==> src/rtl/count_monitor.sv <==
// Receive-side checker for an up/down counter bus: acquires direction, locks, flags illegal jumps.
// Optional wrap-around pulse is built when COUNT_MONITOR_WRAP_FLAG_EN is defined.
module count_monitor #(
  parameter int WIDTH    = 4,
  parameter int LOCK_LEN = 2,
  parameter int ERR_W    = 8
) (
  input  logic             clock_div,
  input  logic             reset,
  input  logic             sample,
  input  logic [WIDTH-1:0] count_in,
  input  logic             err_clr,
  output logic             locked,
  output logic             dir,
  output logic             err,
  output logic             rev,
  output logic             wrap,
  output logic [ERR_W-1:0] err_cnt
);

  typedef enum logic [1:0] {ACQ, CHECK, LOCK} state_t;

  // Handshake: count_in is consumed on a rising clock_div edge only when sample is high;
  // there is no back-pressure, every qualified value is classified against the previous one.
  state_t           state;
  logic [WIDTH-1:0] prev;
  logic [WIDTH-1:0] delta;
  logic [2:0]       match;
  logic [2:0]       match_nxt;
  logic             cdir;
  logic             step_up;
  logic             step_dn;
  logic             step_bad;

  assign delta    = count_in - prev;
  assign step_up  = (delta == WIDTH'(1));
  assign step_dn  = (delta == {WIDTH{1'b1}});
  assign step_bad = !step_up && !step_dn && (delta != '0);

  // Run length of consecutive same-direction steps while hunting for lock.
  always_comb begin
    match_nxt = match;
    if (step_bad) begin
      match_nxt = 3'd0;
    end else if (step_up || step_dn) begin
      if ((match != 3'd0) && (step_up == cdir)) match_nxt = match + 3'd1;
      else                                      match_nxt = 3'd1;
    end
  end

`ifdef COUNT_MONITOR_WRAP_FLAG_EN
  logic wrap_step;
  assign wrap_step = (step_up && (count_in == '0)) || (step_dn && (count_in == {WIDTH{1'b1}}));
`else
  assign wrap = 1'b0;
`endif

  always_ff @(posedge clock_div or posedge reset) begin
    if (reset) begin
      state   <= ACQ;
      prev    <= '0;
      match   <= 3'd0;
      cdir    <= 1'b0;
      locked  <= 1'b0;
      dir     <= 1'b0;
      err     <= 1'b0;
      rev     <= 1'b0;
      err_cnt <= '0;
`ifdef COUNT_MONITOR_WRAP_FLAG_EN
      wrap    <= 1'b0;
`endif
    end else begin
      err <= 1'b0;
      rev <= 1'b0;
`ifdef COUNT_MONITOR_WRAP_FLAG_EN
      wrap <= 1'b0;
`endif
      if (err_clr) err_cnt <= '0;
      if (sample) begin
        prev <= count_in;
        case (state)
          ACQ: begin
            match <= 3'd0;
            state <= CHECK;
          end
          CHECK: begin
            match <= match_nxt;
            if (step_up || step_dn) cdir <= step_up;
            if (match_nxt == 3'(LOCK_LEN)) begin
              state  <= LOCK;
              locked <= 1'b1;
              dir    <= step_up;
            end
          end
          LOCK: begin
            if ((step_up || step_dn) && (step_up != dir)) begin
              dir <= step_up;
              rev <= 1'b1;
            end
`ifdef COUNT_MONITOR_WRAP_FLAG_EN
            if (wrap_step) wrap <= 1'b1;
`endif
            if (step_bad) begin
              err    <= 1'b1;
              locked <= 1'b0;
              match  <= 3'd0;
              state  <= CHECK;
              // Clear wins over the increment when both land in the same cycle.
              if (!err_clr && (err_cnt != {ERR_W{1'b1}})) err_cnt <= err_cnt + 1'b1;
            end
          end
          default: state <= ACQ;
        endcase
      end
    end
  end

endmodule

==> config.mk <==
export PLATFORM = sky130hd
export DESIGN_NAME = count_monitor
export DESIGN_NICKNAME = d
export VERILOG_FILES = /design/src/rtl/count_monitor.sv
export SDC_FILE = /design/constraint.sdc
export NUM_CORES = 1
export LEC_CHECK = 0
export CAP_MARGIN = 20
export CORE_ASPECT_RATIO = 1.5
export CORE_UTILIZATION = 49
export DETAILED_ROUTE_END_ITERATION = 6
export PLACE_DENSITY = 0.86
export SLEW_MARGIN = 10
export SYNTH_ARGS = -nofsm -noshare
export SYNTH_HDL_FRONTEND = slang
export SYNTH_SLANG_ARGS = --single-unit
==> constraint.sdc <==
create_clock -name clock_div -period 2.4 [get_ports clock_div]
set_input_delay 0.24 -clock clock_div [delete_from_list [all_inputs] [get_ports clock_div]]
set_output_delay 0.24 -clock clock_div [all_outputs]
set_load 0.1 [all_outputs]
==> results.md, run 1 <==
- Outcome: complete, but fails checks
- Failing checks: setup timing
- CTS H-tree lvls: 1
- Die ar.: 3260 sq um
- Share of layout cells above drive strength 1: 39.2%
- Yosys warning count: 0
- Largest net degree at the start of global routing: 23
- Detailed router's first-iteration violation count: 63
- Critical Path End Type: register
- Overall power: 1.12 mW
- Reg2Reg Depth: 11
- Min-delay src: count_in[2]
- Cell count after synthesis: 161
- Gr usage total: 25.0%
- Hold Vio Cnt, Final: 0
- Post-synthesis simple-gate area fraction: 25.8%
- Worst Hold End: prev[2]
- Tmin final: 2.46 ns
- Antenna viol nets, final: 0
- Crit path required time: 2.54 ns
- CTS sink cnt: 22
- Max IR drop VDD: 0.321 mV
- Final WS setup: -0.0629 ns
- Antenna Cells: 0
- Die Width: 47.0 microns
- Largest family of logic cells by synthesized area: simple AND/OR/NAND/NOR gates
- Maximum clock path buffer count: 2
- Synth Cell Area: 1490 sq um
- Yosys cell types: 48
- Post-Syn Nets: 176
- WP data arrival: 2.60 ns
- Crit Path Max Fanout: 4
- Vias in the first global route: 1341
- Sequential share of the synthesized area: 37.1%
- RSZ-0062 raised after global routing: yes
- Synth Area per Inst: 9.22 sq um
- Worst hold stages: 3
- First-pass GRT wire length: 5880 microns
- Mux contribution to synthesized area: 3.54%
- Reg clk slew, reported paths: 0.07 ns
- Post-synth EDFFs: 0
- Ys async rst share: 100%
- Pwr/cell area: 531 nW/um^2
- GRT overflow: 0
- Worst reg2reg path endpoint: dir
- Via density: 5.79
- Worst hold path class: in -> reg
- IO Count: 21
- Synthesis-stage register bit count: 22
- Initial Util: 51.5%
- Gpl congestion: 0.877
- Worst Skew: 0.00199 ns
- DR pass1 iterations: 4
- DR WL/cell: 16.1 microns
- Rows: 24
- Hpwl dp: 2560 microns
- Final nets: 221
- DR vias: 1408
- Area Overhead vs Synth: 42.4%
- Num CTS Buffers: 3
- TritonCTS clock tree: yes
- Max-Cap Viols: 0
- Max Freq: 406 MHz
- Synth Flop Type: dfrtp_1
- Adder-Cell Fraction of Synth Area: 6.40%
- Critical setup path kind: reg -> reg
- Max transition margin: 63.0%
- Die height: 69.4 microns
- Number of port buffers: 19
- Root Driver: clkbuf_8
- Core box area: 2880 sq um
- Slew @ Worst Pin: 0.555 ns
- Crit start category: register
- Initial antenna violation count: 0
- Final cell utilization of the core: 73.4%
- Reg2reg start: prev[0]
- Later-pin clock latency in the skew report: 0.27 ns
- Xor and xnor area share after synthesis: 6.32%
- Synth Area in Compound Gates: 16.8%
- R2R setup slack: -0.06 ns
- Leakage dissipation: 0.931 nW
- Pins Over Slew Limit: 0
- Hold Buf Count CTS: 0
- Number of remaining DRC errors: 0
- Fin crit share: 103%
- Setup_tns: -0.140 ns
- Total wire length: 3900 microns
- Final setup violation count: 3
==> worst max-delay path, stage by stage (launching register included) <==
cell and delay, ns:
dfrtp_1 0.39, ha_2 0.18, inv_2 0.05, fa_2 0.46, nor2b_4 0.16, nand2_4 0.09, nor2_2 0.06, mux2i_2 0.33
buf_4 0.19, nor4_2 0.04, a211oi_2 0.29, o31ai_4 0.10
==> worst max path at each step <==
stage | endpoint | startpoint | cells past startpoint | slack, ns
after CTS | match[1] | prev[0] | 10 | -0.03
final | dir | prev[0] | 11 | -0.06
after global placement | match[1] | count_in[0] | 12 | -0.38
after detailed placement | state[0] | count_in[0] | 12 | -0.46
after floorplan | err_cnt[3] | err_cnt[0] | 7 | 0.04
after global routing | dir | prev[0] | 11 | -0.17
==> layout by cell type (no fill, tap or decap), drive strengths merged, types with 2 or more instances in the layout <==
cell           synthesis  routed
a211oi                 3       3
a21oi                  6       6
a22o                   2       2
and3                   4       4
and4                   2       2
buf                    2      38
clkbuf                 3       3
clkdlybuf4s50          0       4
dfrtp                 22      22
dlymetal6s2s           0       2
ha                     6       6
inv                    9       9
mux2                   2       2
mux2i                  3       3
nand2                 19      19
nand2b                 3       3
nand3                  9       9
nand4                  4       4
nor2                  11      11
nor2b                  6       6
nor3                   3       3
nor3b                  2       2
nor4                   2       2
o21ai                 13      13
o2bb2ai                2       2
o31ai                  3       3
xnor2                  2       2
xor2                   7       7
==> area by class of cell <==
cell class | count | area [sq um]
Timing Repair Buffer | 45 | 370
Multi-Input combinational cell | 125 | 1070
Inverter | 9 | 33.8
Clock buffer | 3 | 41.3
Tap cell | 39 | 48.8
Sequential cell | 22 | 551
Fill cell | 202 | 768
==> power breakdown <==
group          leakage (nW)  switching (mW)  total [mW]  internal (mW)
sequential            0.284          0.0327       0.426          0.393
clock                0.0216           0.117       0.230          0.112
combinational         0.625           0.256       0.467          0.212
total                 0.931           0.406        1.12          0.717
==> cells in the mapped netlist, drive strengths merged, types with 2 or more instances <==
master / n / area share [%]
dfrtp: 22 / 37
nand2: 19 / 5.1
o21ai: 13 / 4.9
nor2: 11 / 2.8
inv: 9 / 2.3
nand3: 9 / 3.4
xor2: 7 / 5.1
a21oi: 6 / 2.8
ha: 6 / 5.1
nor2b: 6 / 2.5
and3: 4 / 1.7
nand4: 4 / 1.7
a211oi: 3 / 2.4
clkbuf: 3 / 0.76
mux2i: 3 / 2.0
nand2b: 3 / 1.3
nor3: 3 / 1.0
o31ai: 3 / 1.9
a22o: 2 / 1.2
and4: 2 / 1.3
buf: 2 / 0.76
mux2: 2 / 1.5
nor3b: 2 / 1.0
nor4: 2 / 1.9
o2bb2ai: 2 / 1.2
xnor2: 2 / 1.2
==> metrics by stage <==
| stage | hold WS [ns] | cells | cell area, sq um | worst slack, ns |
|---|---|---|---|---|
| detailed placement | 0.509 | 230 | 1790 | -0.464 |
| global route | 0.338 | 243 | 2110 | -0.167 |
| floorplan | 0.229 | 161 | 1490 | 0.0399 |
| global placement | 0.500 | 230 | 1790 | -0.379 |
| finish | 0.304 | 243 | 2110 | -0.0629 |
| CTS | 0.326 | 238 | 1960 | -0.0292 |
==> metal layers <==
metal	vias up	part of all wire [%]	wire length [microns]	global-route usage [%]
met5	-	0	0	0
met4	0	2.5	99	10.5
met3	15	4.4	170	2.34
met2	62	56	2190	45.7
met1	670	37	1440	27.0
li1	661	-	-	-
==> registers in the layout (all words and copies together) (netlist names) <==
name and flops:
prev 4, locked 1, err 1, dir 1
err_cnt 8, rev 1, match 3, state 2
cdir 1
==> logic make-up after synthesis <==
kind of cell,Yosys count
and+or+nand+nor,69
DFF,22
muxes,5
buffers and inverters,14
other,1
xor gates and xnor gates,9
adders and majority gates,7
AOI/OAI and AO/OA,34
==> timing repair <==
item / CTS / global route
endpoints found under the setup margin: 12 / 14
resized for setup: 21 / 23
pin swaps: 9 / 7
setup buffers: 5 / 5
(Power assumes the default switching activity.)
==> run 2, diff against run 1 <==
Settings changed: ABC_AREA set to 1, CORE_UTILIZATION 49 to 57, PLACE_DENSITY 0.86 to 0.84.
Clock period 2.4 ns to 2.87 ns, I/O delays scaled along.
==> results.md, run 2 <==
- Initial Util: 61.6%
- Sw Ratio: 36.4%
- Worst hold path class: in -> async
- Area share of the leading cell type in the synthesized netlist: 39.6%
- Yosys cell types: 31
- DR vias: 1209
- Sequential share of the synthesized area: 39.6%
- Max Freq: 399 MHz
- Setup_tns: 0 ns
- Worst Skew: 0.00645 ns
- CP bufs+invs: 4
- Slew @ Worst Pin: 0.846 ns
- Tmin final: 2.51 ns
- Biggest regs: err_cnt: 8 flops, prev: 4 flops, match: 3 flops
- Final nets: 211
- Largest net degree at the start of global routing: 23
- Number of flip-flops in the largest register: 8
- Post-Syn Nets: 189
- Largest reg by FF count: err_cnt
- Antenna Cells: 0
- Later-pin clock latency in the skew report: 0.31 ns
- Post-synth EDFFs: 0
- Pins Over Slew Limit: 0
- Crit Path Max Fanout: 8
- Pwr/cell area: 438 nW/um^2
- Fin crit share: 87.4%
- Num CTS Buffers: 3
- Area Overhead vs Synth: 14.4%
- Crit start category: primary input
- Largest stage delay on the critical path: 0.41 ns
- Commonest cells post-synth: nand2_1, inv_1, dfrtp_1
- RSZ-0062 raised after global routing: no
- Core box area: 2260 sq um
- Cell count after synthesis: 174
- Commonest non-fill, non-tap cell in the layout: nand2_1
- Top-count cell post-synth: nand2_1
- Hpwl dp: 2230 microns
- Reg2reg start: prev[0]
- Max IR drop VDD: 0.315 mV
- DR WL/cell: 12.9 microns
- Share of layout cells above drive strength 1: 18.0%
- Synth Cell Area: 1390 sq um
- Maximum clock path buffer count: 2
- Max transition margin: 43.6%
- Root Driver: clkbuf_4
- Gpl congestion: 0.862
- Leakage dissipation: 0.786 nW
- Max-Cap Viols: 0
- Via density: 5.57
- Gate power share: 30.6%
- Critical path's top delay family: simple AND/OR/NAND/NOR gates
- Synth Area per Inst: 8.00 sq um
- Antenna viol nets, final: 0
- Clock network power share: 20.4%
- Number of remaining DRC errors: 0
- Hold Vio Cnt, Final: 0
- Synthesis-stage register bit count: 22
- Ys async rst share: 100%
- Critical setup path kind: in -> reg
- R2R setup slack: 0.45 ns
- Hold Buf Count CTS: 0
- TritonCTS clock tree: yes
- First-pass GRT wire length: 5000 microns
- Top cells by area, synth: dfrtp_1, nand2_1, inv_1
- CTS H-tree lvls: 1
- Gr usage total: 24.1%
- Final setup violation count: 0
- Die Width: 42.3 microns
- Slowest-stage cell, CP: fa_1
- Outcome: completed
- Critical Path End Type: register
- Total wire length: 2790 microns
- Initial antenna violation count: 0
- Die height: 62.5 microns
- Most frequent cells in the layout: nand2_1, inv_1, dfrtp_1
- Yosys warning count: 0
- Most frequent CP cell: nand2_4
- Synth Flop Type: dfrtp_1
- CTS sink cnt: 22
- Setup Buffers After CTS: 0
- Critical-path cell list: clkdlybuf4s50_1 > inv_1 > ha_1 > inv_1 > fa_1 > xnor2_2 > nor2_1 > nand3_2 > nand2_4 > clkinv_2 > nand2_4 > nor2_8 > nand2_4 > nor3b_2 > nand2_1 > nand2_1 > nor2_1
- Detailed router's first-iteration violation count: 47
- Cell internal pwr: 0.443 mW
- CP Launch Point: count_in[0]
- DR pass1 iterations: 4
- Crit path required time: 3.08 ns
- Final cell utilization of the core: 70.4%
- Vias in the first global route: 1199
- Register share of total power: 49.1%
- Reg clk slew, reported paths: 0.12 ns
- Largest area contributor in the netlist: dfrtp_1
- CTS resizes: 0
- GRT overflow: 0
- WP data arrival: 2.72 ns
- Rows: 21
- Number of port buffers: 19
- Switching pwr: 0.253 mW
- IO Count: 21
- Die ar.: 2650 sq um
-- run 2: changes by cell type after synthesis, sizes merged, moves of 4 or more --
cell and delta:
nand2 +24, inv +21, nor2 +7, xor2 -7, nor2b -6, nand3 +5, and3 -4
-- run 2: path summary, 6_finish.rpt --
check,end,cells past startpoint
worst max-delay path,err_cnt[4],17
worst min-delay path,err_cnt[6],2
worst max register to register,err_cnt[4],15
worst min register to register,prev[0],2
max in group asynchronous,err_cnt[7],2
min in group clock_div,prev[0],2
-- run 2: through the flow --
step	power, mW	setup WS (ns)	cell area (sq um)	std cells	hold slack (ns)
after floorplan	0.513	0.509	1390	174	0.276
after global placement	0.551	0.0950	1570	214	0.478
after detailed placement	0.560	0.0234	1570	214	0.493
after CTS	0.701	0.360	1590	217	0.468
after global routing	0.728	0.191	1590	217	0.536
final	0.696	0.361	1590	217	0.434
-- run 2: cell type report --
| cell class | count | area [sq um] |
|---|---|---|
| timing repair buffer | 19 | 160 |
| multi-input combinational | 119 | 712 |
| clock buffer | 3 | 22.5 |
| inverter | 31 | 118 |
| fill | 183 | 668 |
| tap | 23 | 28.8 |
| sequential | 22 | 551 |
-- run 2: cells by family (layout without fill, tap and decap cells) --
| kind of cell | count (synthesis) | after routing | synth area share, % |
|---|---|---|---|
| AOI/OAI and AO/OA | 29 | 29 | 12.1 |
| and+or+nand+nor | 81 | 81 | 30.8 |
| DFF | 22 | 22 | 39.6 |
| xor gates and xnor gates | 1 | 1 | 1.17 |
| other | 1 | 1 | 0.270 |
| adders and majority gates | 7 | 7 | 6.83 |
| buffers and inverters | 33 | 53 | 9.26 |
-- run 2: worst reg2reg max path: cells and delay by family (launching register included) --
| kind | cells | cell delay, ns |
|---|---|---|
| xor+xnor | 1 | 0.30 |
| fa+ha+maj | 2 | 0.55 |
| buf+inv | 2 | 0.13 |
| flops | 1 | 0.36 |
| simple gates | 10 | 0.99 |
-- run 2: layer usage --
| metal | vias up | global-route usage, % | routed length (microns) |
|---|---|---|---|
| met5 | - | 0 | 0 |
| met4 | 0 | 9.38 | 40 |
| met3 | 5 | 2.02 | 127 |
| met2 | 35 | 44.4 | 1560 |
| met1 | 574 | 27.8 | 1060 |
| li1 | 595 | - | - |
-- run 2: power groups by stage --
stage | Sequential [mW] | Combinational (mW) | Clock (mW)
after floorplan | 0.374 | 0.139 | 0
after global placement | 0.347 | 0.204 | 0
after detailed placement | 0.348 | 0.212 | 0
after CTS | 0.342 | 0.213 | 0.146
after global routing | 0.345 | 0.233 | 0.150
final | 0.342 | 0.213 | 0.142
==> run 3, diff against run 2 <==
Settings changed: CORE_UTILIZATION 57 to 48, PLACE_DENSITY 0.84 to 0.75.
Clock period 2.87 ns to 2.2 ns, I/O delays scaled along.
==> results.md, run 3 (synthesis results as in run 2) <==
- Final setup violation count: 15
- Total wire length: 3120 microns
- Initial Util: 51.4%
- Critical setup path kind: reg -> reg
- Hold Buf Count CTS: 0
- CP Launch Point: prev[0]
- Crit path required time: 2.35 ns
- Failing checks: setup timing
- DR WL/cell: 12.5 microns
- Tmin final: 2.39 ns
- Max IR drop VDD: 0.381 mV
- WP data arrival: 2.54 ns
- Non-Filler Instances: 249
- First-pass GRT wire length: 5110 microns
- DR pass1 iterations: 4
- Die ar.: 3120 sq um
- Final nets: 228
- Top sig layer: met4
- Core box area: 2710 sq um
- Die height: 67.9 microns
- Number of port buffers: 19
- Largest reg by FF count: err_cnt
- Worst Skew: 0.00206 ns
- Area Overhead vs Synth: 36.8%
- Outcome: complete, but fails checks
- DP Cell Count: 239
- Gr usage total: 22.5%
- Commonest non-fill, non-tap cell in the layout: nand2_1
- Root Driver: clkbuf_8
- Leakage dissipation: 0.895 nW
- Biggest regs: err_cnt: 8 flops, prev: 4 flops, match: 3 flops
- CTS H-tree lvls: 1
- Via density: 5.00
- Pins Over Slew Limit: 0
- Share of layout cells above drive strength 1: 35.8%
- Later-pin clock latency in the skew report: 0.26 ns
- CTS sink cnt: 22
- TritonCTS clock tree: yes
- DR vias: 1244
- Routed wl met2: 1740 microns
- Met3 WL: 66 microns
- Final WS setup: -0.191 ns
- Pwr/cell area: 584 nW/um^2
- FF/Latch Area: 553 sq um
- Die Width: 46.0 microns
- Vias in the first global route: 1200
- Initial antenna violation count: 0
- Max-Cap Viols: 0
- Number of remaining DRC errors: 0
- Rows: 23
- Worst hold path class: in -> async
- Worst hold slack: 0.261 ns
- Antenna viol nets, final: 0
- Critical Path End Type: register
- Maximum clock path buffer count: 2
- Crit start category: register
- IO Count: 21
- Reg clk slew, reported paths: 0.08 ns
- GRT overflow: 0
- Crit Path Max Fanout: 5
- Reg2reg start: prev[0]
- Multi-input gate area: 810 sq um
- Most frequent cells in the layout: nand2_1, inv_1, buf_4
- Number of flip-flops in the largest register: 8
- Hold Vio Cnt, Final: 0
- Reg2Reg Depth: 15
- # fillers: 240
- Num CTS Buffers: 3
- RSZ-0062 raised after global routing: yes
- DRT met1 WL: 1260 microns
- Max Freq: 418 MHz
- Largest net degree at the start of global routing: 13
- Setup_tns: -1.73 ns
- Detailed router's first-iteration violation count: 48
- Fin crit share: 109%
- Antenna Cells: 0
- Hpwl dp: 2300 microns
- Gpl congestion: 0.871
[run 3: worst paths after layout]
check,end,slack (ns)
max in group asynchronous,state[1],1.41
worst max-delay path,state[1],-0.19
worst max register to register,state[1],-0.19
worst min register to register,dir,0.51
worst min-delay path,prev[3],0.26
min in group clock_div,prev[0],0.37
[run 3: layout make-up]
| cell class | count | area share [%] |
|---|---|---|
| Clock buffer | 4 | 2.89 |
| Multi-Input combinational cell | 119 | 42.5 |
| Timing Repair Buffer | 36 | 16.7 |
| Tap cell | 37 | 2.43 |
| Sequential cell | 22 | 29.1 |
| Inverter | 31 | 6.38 |
[run 3: what timing repair did]
item,in CTS,in global routing
buffers inserted,5,1
pin swaps,17,16
gates resized for setup,8,24
endpoints found under the setup margin,17,16
[run 3: metal layers]
metal / vias to the layer above / track usage (%)
met5: - / 0
met4: 0 / 6.62
met3: 6 / 1.58
met2: 24 / 41.0
met1: 581 / 27.2
li1: 633 / -
[run 3: power breakdown]
| part | internal, mW | switching, mW | total, mW |
|---|---|---|---|
| logic | 0.150 | 0.225 | 0.375 |
| registers | 0.429 | 0.0165 | 0.446 |
| clock network | 0.159 | 0.132 | 0.291 |
| total | 0.739 | 0.373 | 1.11 |
[run 3: worst max-delay path, stage by stage, from the launching register on]
cell and delay (ns):
dfrtp_1 0.36, ha_2 0.18, inv_2 0.04, fa_2 0.57
nand2_1 0.06, nor2_1 0.12, nand3_2 0.11, nand2_4 0.13
buf_6 0.11, nand2_2 0.05, nand2_2 0.07, nand3_2 0.10
nor2_4 0.15, inv_2 0.05, nand4_1 0.09, o21ai_1 0.08
[run 3: through the flow]
stage | util (%) | instance area, sq um | setup WS (ns) | power (mW)
after floorplan | - | 1400 | 0.0105 | 0.670
after global placement | 62.3 | 1690 | -0.459 | 0.763
after detailed placement | 62.3 | 1690 | -0.519 | 0.775
after CTS | 66.5 | 1800 | -0.160 | 1.09
after global routing | 70.4 | 1900 | -0.344 | 1.17
final | 70.4 | 1900 | -0.191 | 1.11
